--- config.mk ---
export PLATFORM = sky130hd
export DESIGN_NAME = tap_ctrl_flat
export DESIGN_NICKNAME = d
export VERILOG_FILES = /design/src/rtl/tap_ctrl_if.sv /design/src/rtl/tap_ctrl.sv /design/src/flat_wrapper.sv
export SDC_FILE = /design/constraint.sdc
export NUM_CORES = 1
export LEC_CHECK = 0
export ABC_AREA = 1
export CORE_UTILIZATION = 40
export DETAILED_ROUTE_END_ITERATION = 12
export GPL_ROUTABILITY_DRIVEN = 0
export PLACE_DENSITY_LB_ADDON = 0.15
export SYNTH_ARGS = -nofsm -noshare
export SYNTH_HDL_FRONTEND = slang
export SYNTH_SLANG_ARGS = --single-unit
--- constraint.sdc ---
create_clock -name clock -period 1.5 [get_ports clock]
set_clock_uncertainty 0.1 [all_clocks]
set_input_delay 0.3 -clock clock [delete_from_list [all_inputs] [get_ports clock]]
set_output_delay 0.3 -clock clock [all_outputs]
set_load 0.005 [all_outputs]
--- src/rtl/tap_ctrl_if.sv ---
// Scan-chain bus between the TAP controller (master) and the boundary-scan cell chain (slave).
interface tap_ctrl_if;
    logic bsr_si;
    logic bsr_so;
    logic bsr_shift;
    logic bsr_capture;
    logic bsr_update;
    logic bsr_en;

    modport master (
        output bsr_si, bsr_shift, bsr_capture, bsr_update, bsr_en,
        input  bsr_so
    );

    modport slave (
        input  bsr_si, bsr_shift, bsr_capture, bsr_update, bsr_en,
        output bsr_so
    );
endinterface

--- src/rtl/tap_ctrl.sv ---
// IEEE 1149.1-style TAP controller on the system clock, driving a boundary-scan chain.
// Define TAP_IDCODE_EN to add the 32-bit IDCODE register and make IDCODE the reset instruction.
module tap_ctrl #(
    parameter int          IR_W       = 4,
    parameter logic [31:0] IDCODE_VAL = 32'h1000_0001
) (
    input  logic            clock,
    input  logic            rst_l,
    input  logic            tms,
    input  logic            tdi,
    output logic            tdo,
    output logic            tdo_en,
    tap_ctrl_if.master      bsr,
    output logic [IR_W-1:0] ir,
    output logic [3:0]      tap_state
);

    typedef enum logic [3:0] {
        EX2_DR = 4'h0, EX1_DR = 4'h1, SH_DR  = 4'h2, PAU_DR = 4'h3,
        SEL_IR = 4'h4, UPD_DR = 4'h5, CAP_DR = 4'h6, SEL_DR = 4'h7,
        EX2_IR = 4'h8, EX1_IR = 4'h9, SH_IR  = 4'hA, PAU_IR = 4'hB,
        RTI    = 4'hC, UPD_IR = 4'hD, CAP_IR = 4'hE, TLR    = 4'hF
    } state_t;

    localparam logic [IR_W-1:0] EXTEST = '0;
    localparam logic [IR_W-1:0] SAMPLE = IR_W'(1);
`ifdef TAP_IDCODE_EN
    localparam logic [IR_W-1:0] IDCODE = IR_W'(2);
    localparam logic [IR_W-1:0] IR_RST = IDCODE;
`else
    localparam logic [IR_W-1:0] IR_RST = '1;
`endif

    if (IR_W < 2) begin : g_bad_ir_w
        $error("tap_ctrl: IR_W must be at least 2");
    end
    if (IDCODE_VAL[0] != 1'b1) begin : g_bad_idcode
        $error("tap_ctrl: IDCODE_VAL LSB must be 1");
    end

    state_t          state;
    state_t          next_state;
    logic [IR_W-1:0] ir_sr;
    logic            bypass;
    logic            bsr_sel;
    logic            dr_lsb;

    always_ff @(posedge clock) begin
        if (!rst_l) begin
            state  <= TLR;
            ir     <= IR_RST;
            ir_sr  <= '0;
            bypass <= 1'b0;
        end else begin
            state <= next_state;

            case (state)
                CAP_IR:  ir_sr <= IR_W'(1);
                SH_IR:   ir_sr <= {tdi, ir_sr[IR_W-1:1]};
                default: ;
            endcase

            // ir is reloaded on the edge that enters TLR, not one cycle later
            if (next_state == TLR)
                ir <= IR_RST;
            else if (state == UPD_IR)
                ir <= ir_sr;

            if (state == CAP_DR)
                bypass <= 1'b0;
            else if (state == SH_DR)
                bypass <= tdi;
        end
    end

`ifdef TAP_IDCODE_EN
    logic [31:0] id_sr;
    logic        id_sel;

    assign id_sel = (ir == IDCODE);

    always_ff @(posedge clock) begin
        if (!rst_l)
            id_sr <= '0;
        else if (id_sel && state == CAP_DR)
            id_sr <= IDCODE_VAL;
        else if (id_sel && state == SH_DR)
            id_sr <= {tdi, id_sr[31:1]};
    end

    assign dr_lsb = id_sel ? id_sr[0] : bypass;
`else
    assign dr_lsb = bypass;
`endif

    always_comb begin
        next_state = state;
        case (state)
            TLR:     next_state = tms ? TLR    : RTI;
            RTI:     next_state = tms ? SEL_DR : RTI;
            SEL_DR:  next_state = tms ? SEL_IR : CAP_DR;
            CAP_DR:  next_state = tms ? EX1_DR : SH_DR;
            SH_DR:   next_state = tms ? EX1_DR : SH_DR;
            EX1_DR:  next_state = tms ? UPD_DR : PAU_DR;
            PAU_DR:  next_state = tms ? EX2_DR : PAU_DR;
            EX2_DR:  next_state = tms ? UPD_DR : SH_DR;
            UPD_DR:  next_state = tms ? SEL_DR : RTI;
            SEL_IR:  next_state = tms ? TLR    : CAP_IR;
            CAP_IR:  next_state = tms ? EX1_IR : SH_IR;
            SH_IR:   next_state = tms ? EX1_IR : SH_IR;
            EX1_IR:  next_state = tms ? UPD_IR : PAU_IR;
            PAU_IR:  next_state = tms ? EX2_IR : PAU_IR;
            EX2_IR:  next_state = tms ? UPD_IR : SH_IR;
            UPD_IR:  next_state = tms ? SEL_DR : RTI;
            default: next_state = TLR;
        endcase
    end

    // Serial output is combinational so the first bit shows in the cycle the shift state is entered
    always_comb begin
        tdo = 1'b0;
        case (state)
            SH_IR:   tdo = ir_sr[0];
            SH_DR:   tdo = bsr_sel ? bsr.bsr_so : dr_lsb;
            default: ;
        endcase
    end

    assign bsr_sel         = (ir == EXTEST) || (ir == SAMPLE);
    assign tdo_en          = (state == SH_DR) || (state == SH_IR);
    assign tap_state       = state;
    assign bsr.bsr_si      = tdi;
    assign bsr.bsr_capture = bsr_sel && (state == CAP_DR || state == SH_DR);
    assign bsr.bsr_shift   = bsr_sel && (state == SH_DR);
    assign bsr.bsr_update  = bsr_sel && (state == UPD_DR);
    assign bsr.bsr_en      = (ir == EXTEST);

endmodule

--- src/flat_wrapper.sv ---
// flat-port wrapper written by rule: the top's interface ports become plain ports
module tap_ctrl_flat 
#(
    parameter int          IR_W       = 4,
    parameter logic [31:0] IDCODE_VAL = 32'h1000_0001
)
  (clock, rst_l, tms, tdi, tdo, tdo_en, ir, tap_state, bsr_bsr_si, bsr_bsr_shift, bsr_bsr_capture, bsr_bsr_update, bsr_bsr_en, bsr_bsr_so);
  tap_ctrl_if bsr_i ();
  input  logic clock;
  input  logic rst_l;
  input  logic tms;
  input  logic tdi;
  output logic tdo;
  output logic tdo_en;
  output logic [IR_W-1:0] ir;
  output logic [3:0] tap_state;
  output wire logic [$bits(bsr_i.bsr_si)-1:0] bsr_bsr_si;
  output wire logic [$bits(bsr_i.bsr_shift)-1:0] bsr_bsr_shift;
  output wire logic [$bits(bsr_i.bsr_capture)-1:0] bsr_bsr_capture;
  output wire logic [$bits(bsr_i.bsr_update)-1:0] bsr_bsr_update;
  output wire logic [$bits(bsr_i.bsr_en)-1:0] bsr_bsr_en;
  input wire logic [$bits(bsr_i.bsr_so)-1:0] bsr_bsr_so;
  assign bsr_bsr_si = bsr_i.bsr_si;
  assign bsr_bsr_shift = bsr_i.bsr_shift;
  assign bsr_bsr_capture = bsr_i.bsr_capture;
  assign bsr_bsr_update = bsr_i.bsr_update;
  assign bsr_bsr_en = bsr_i.bsr_en;
  assign bsr_i.bsr_so = bsr_bsr_so;
  tap_ctrl #(.IR_W(IR_W), .IDCODE_VAL(IDCODE_VAL)) u_core (.clock(clock), .rst_l(rst_l), .tms(tms), .tdi(tdi), .tdo(tdo), .tdo_en(tdo_en), .bsr(bsr_i), .ir(ir), .tap_state(tap_state));
endmodule
**Yosys cells after proc, flatten, opt, wreduce, memory -nomap -nowiden**

Index checks and enable logic that the tools add are counted.
W data, S select, Z words.

- Flip-flop bits (word level): 13
- Input bits: 5
- Output and inout bits: 15
- Logic and storage cells: 52

- Equal/unequal tests: 17
- Muxes and demuxes: 16
- Bitwise logic cells: 1
- Reduce and logical (&&, ||, !) cells: 14

Operators with widths:

| cell | count |
|---|---|
| $pmux W4 S12 | 1 |
| $eq A4 B4 Y1 const B | 9 |
| $eq A4 B3 Y1 const B | 4 |
| $mux W2 | 6 |
| $mux W3 | 4 |
| $eq A4 B1 Y1 const B | 2 |
| $eq A4 B2 Y1 const B | 2 |
| $logic_not A4 Y1 | 2 |
| $pmux W4 S2 | 1 |
| $reduce_or A2 Y1 | 4 |
| $mux W4 | 1 |
| $logic_and A1 B1 Y1 | 3 |
| $logic_or A1 B1 Y1 | 3 |
| $reduce_or A3 Y1 | 1 |
| $mux W1 | 2 |
| $pmux W1 S2 | 1 |
| $reduce_bool A2 Y1 | 1 |
| $not A1 Y1 | 1 |

**Logic depth before layout (Yosys ltp)**

- Word-level depth: 5
- Depth in mapped cells: 11
- Depth with buffers taken out: 10

**Worst setup path before layout**

No wires, ideal clock.

- Path kind: reg-to-output
- Start: register u_core.state[1] (netlist: u_core.tap_state[1])
- End: output tdo
- Arrival time: 1070 ps
- Required time: 1100 ps
- Setup slack: 30 ps
- Stages on the path, launching flop included: 8
- Buffers on the path: 1
- Path through: dfxtp_1 buf_2 nand2_1 nor2_1 nand2_1 a21oi_1 o21ai_0 nand2_1

- Cells in the longest elaborated chain, start to end: 2
- Elaborated cells between the ends (all ways): 3
- Classes of those cells: 2 x eq/ne; 1 x mux

Ends and longest elaborated chain:

| what | line | text |
|---|---|---|
| start: declaration | tap_ctrl.sv:41 | `state_t state;` |
| start signal: assignment | tap_ctrl.sv:55 | `state <= next_state;` |
| $eq A4 B2 Y1 or $eq A4 B4 Y1 (tied branches) | tap_ctrl.sv:122 | `case (state)` |
| $pmux W1 S2 (*) | tap_ctrl.sv:122 |  |
| end: declaration | flat_wrapper.sv:13 | `output logic tdo;` |

Every way passes the cells marked *; elsewhere a longest branch is shown, timed or not.

**Final worst setup path**

- Start: register u_core.state[0] (netlist: u_core.tap_state[0])
- End: output tdo

Same word-level chain as after synthesis.

==> flow_summary.yaml <==
run_status:
  status: "complete, but fails checks"
  violations: "setup timing"
sta:
  fmax_mhz: 609
  worst_pin_slew_ps: 248
  finalCriticalPeriod_ps: 1640
  setup_viol: 10
  fin_ws_ps: -143
  relSlewSlack_pct: 83.4
  fin_crit_sh_pct: 110
  slew_viol_final: 0
  rsz0062_at_grt: "yes"
  finalHoldViolCount: 0
min_path:
  holdCritStartpoint: "u_core.ir_sr[0]"
  min_path_cells: 2
  worstHoldPathType: "reg2reg"
  min_to: "u_core.ir_sr[0]"
synthesis:
  syn_nets: 119
  synth_top_family_by_area: "simple AND/OR/NAND/NOR gates"
  ys_types: 19
  yosys_register_bits: 13
  yosys_warnings: 0
  synth_xor_area_share_pct: 0
  muxShareOfSynthArea_pct: 0
  synthSimpleGateAreaFrac_pct: 40.9
  synth_fa_ha_area_share_pct: 0
  mappedNetlistArea_sq_um: 718
  synth_compound_area_share_pct: 11.7
  synthCells: 114
  seq_area_frac_synth_pct: 36.2
  synth.avg_cell_area_sq_um: 6.30
grt:
  grt_max_degree: 9
  first_global_vias: 889
  grt_overflow: 0
  antenna_found_initial: 0
  grt_first_pass_wirelength_microns: 3770
  grt.total_usage_pct: 26.5
critical_path:
  start_kind: "register"
  rr_worst_depth: 12
  rrSetupSlack_ps: -80
  cp-startpoint: "u_core.tap_state[0]"
  cp.arrival_ps: 1240
  r2r-end: "u_core.ir[2]"
  worstPathRequired_ps: 1100
  worst-setup-path-type: "reg2out"
  setup.worst_path.end_class: "output port"
  path_max_fanout: 2
  r2r-start: "u_core.tap_state[3]"
power:
  p_leak_uw: 0.000642
  power_uw: 2230
  p_per_area_nw_per_um2: 1700
  ir_drop_uv: 1180
clock_tree:
  cts_buffer_depth: 2
  cts_tree: "yes"
  cts_root_buffer: "clkbuf_4"
  path_clk_slew_ps: 80
  clock_sinks: 13
  clock_latency_ps: 280
  htreeDepth: 1
  cts_buffers: 3
floorplanning:
  fp.dieW_microns: 44.4
  dieHeight_microns: 44.4
  rows: 14
  dieArea_sq_um: 1970
  io_pins: 20
  core-area_sq_um: 1590
  start_util_pct: 45.1
layout:
  post-route-util_pct: 82.3
  antenna_cells: 0
  area_growth_pct: 82.8
  nets: 175
  final_layout_size_suffix_gt1_share_pct: 51.5
  final_area_sq_um: 1310
drt:
  wirelength_microns: 2510
  vias: 954
  ant_nets: 0
  drt_first_pass_iters: 4
  drcViolationCount: 0
  wl_per_cell_microns: 13.0
  drt_iter0_markers: 46
  vias_per_cell: 4.94
placement:
  hpwl_microns: 1450
  io_buffers: 19
  place_area_sq_um: 1090
job:
  maxCapViolCount: 0
stage by stage:
stage	instances	setup TNS [ps]	setup slack [ps]	hold slack [ps]
floorplan	114	0	30.0	343
global placement	177	-2200	-318	366
detailed placement	177	-2410	-325	372
CTS	190	-646	-172	386
global route	193	-1690	-209	415
finish	193	-896	-143	384
report_power, final:
part,switching (uW),internal [uW],leakage (uW)
Clock,124,103,0.0000150
Sequential,70.2,455,0.000105
Combinational,791,689,0.000523
kinds of logic after synthesis:
group	count (synthesis)
buf+inv	19
flops	13
simple gates	67
compound gates	15
registers in the layout (all words and copies together), names as in the netlist:
| signal | cells |
|---|---|
| u_core.bypass | 1 |
| u_core.ir | 4 |
| u_core.ir_sr | 4 |
| u_core.tap_state | 4 |
cells in the mapped netlist, drive strengths merged:
master,n,area (sq um)
nor3,2,10.0
nand2,38,153
o21ai,5,25.0
a221oi,1,8.76
nor2,18,80.1
buf,3,20.0
nand4,1,6.26
nand3,8,45.0
inv,16,60.1
a21oi,7,35.0
o21bai,1,7.51
a211oi,1,7.51
dfxtp,13,260
per-layer routing:
layer  up-vias  GRT usage, %  share of wire, %
met5         -             0                 0
met4         0          12.1               2.2
met3         6          4.49               3.9
met2        34          47.9                53
met1       449          30.2                41
li1        465             -                 -
critical path, stage by stage, from the launching register on:
cell     delay (ps)
dfxtp_2         330
inv_2            70
nand2_4          60
nor2_4          100
nand2_2          80
a21oi_2         100
o21ai_1          70
nand2_1          50
buf_2           100
layout make-up:
type,instances,area (sq um)
sequential,13,270
clock buffer,4,26.3
timing repair buffer,54,444
inverter,16,60.1
fill,104,282
multi-input combinational,82,482
tap,24,30.0
repair_timing:
action / in CTS / in global routing
setup endpoints to repair: 19 / 13
hold buffers: 0 / 0
pin swaps: 11 / 2
setup buffers: 9 / 3
resized for setup: 69 / 15
gates cloned: 0 / 0
worst max-delay path by stage:
| stage | endpoint |
|---|---|
| after floorplan | tdo |
| after global placement | tdo |
| after detailed placement | tdo |
| after CTS | tdo |
| after global routing | tdo |
| final | tdo |
cell usage in the layout (no fill, tap or decap), types with 3 or more instances in the layout:
cell type and n:
nand2_1 25, buf_2 6, nand2_2 10, nor2_4 6, nand2_4 3, a21oi_1 6, buf_6 8, clkdlybuf4s50_1 4
dfxtp_2 8, dfxtp_1 5, nor2_1 7, dlygate4sd2_1 7, clkbuf_4 3, nand3_1 6, buf_4 28, o21ai_0 4
inv_2 6, nor2_2 5, inv_1 10
No activity file was read; power rests on OpenSTA's default activity.
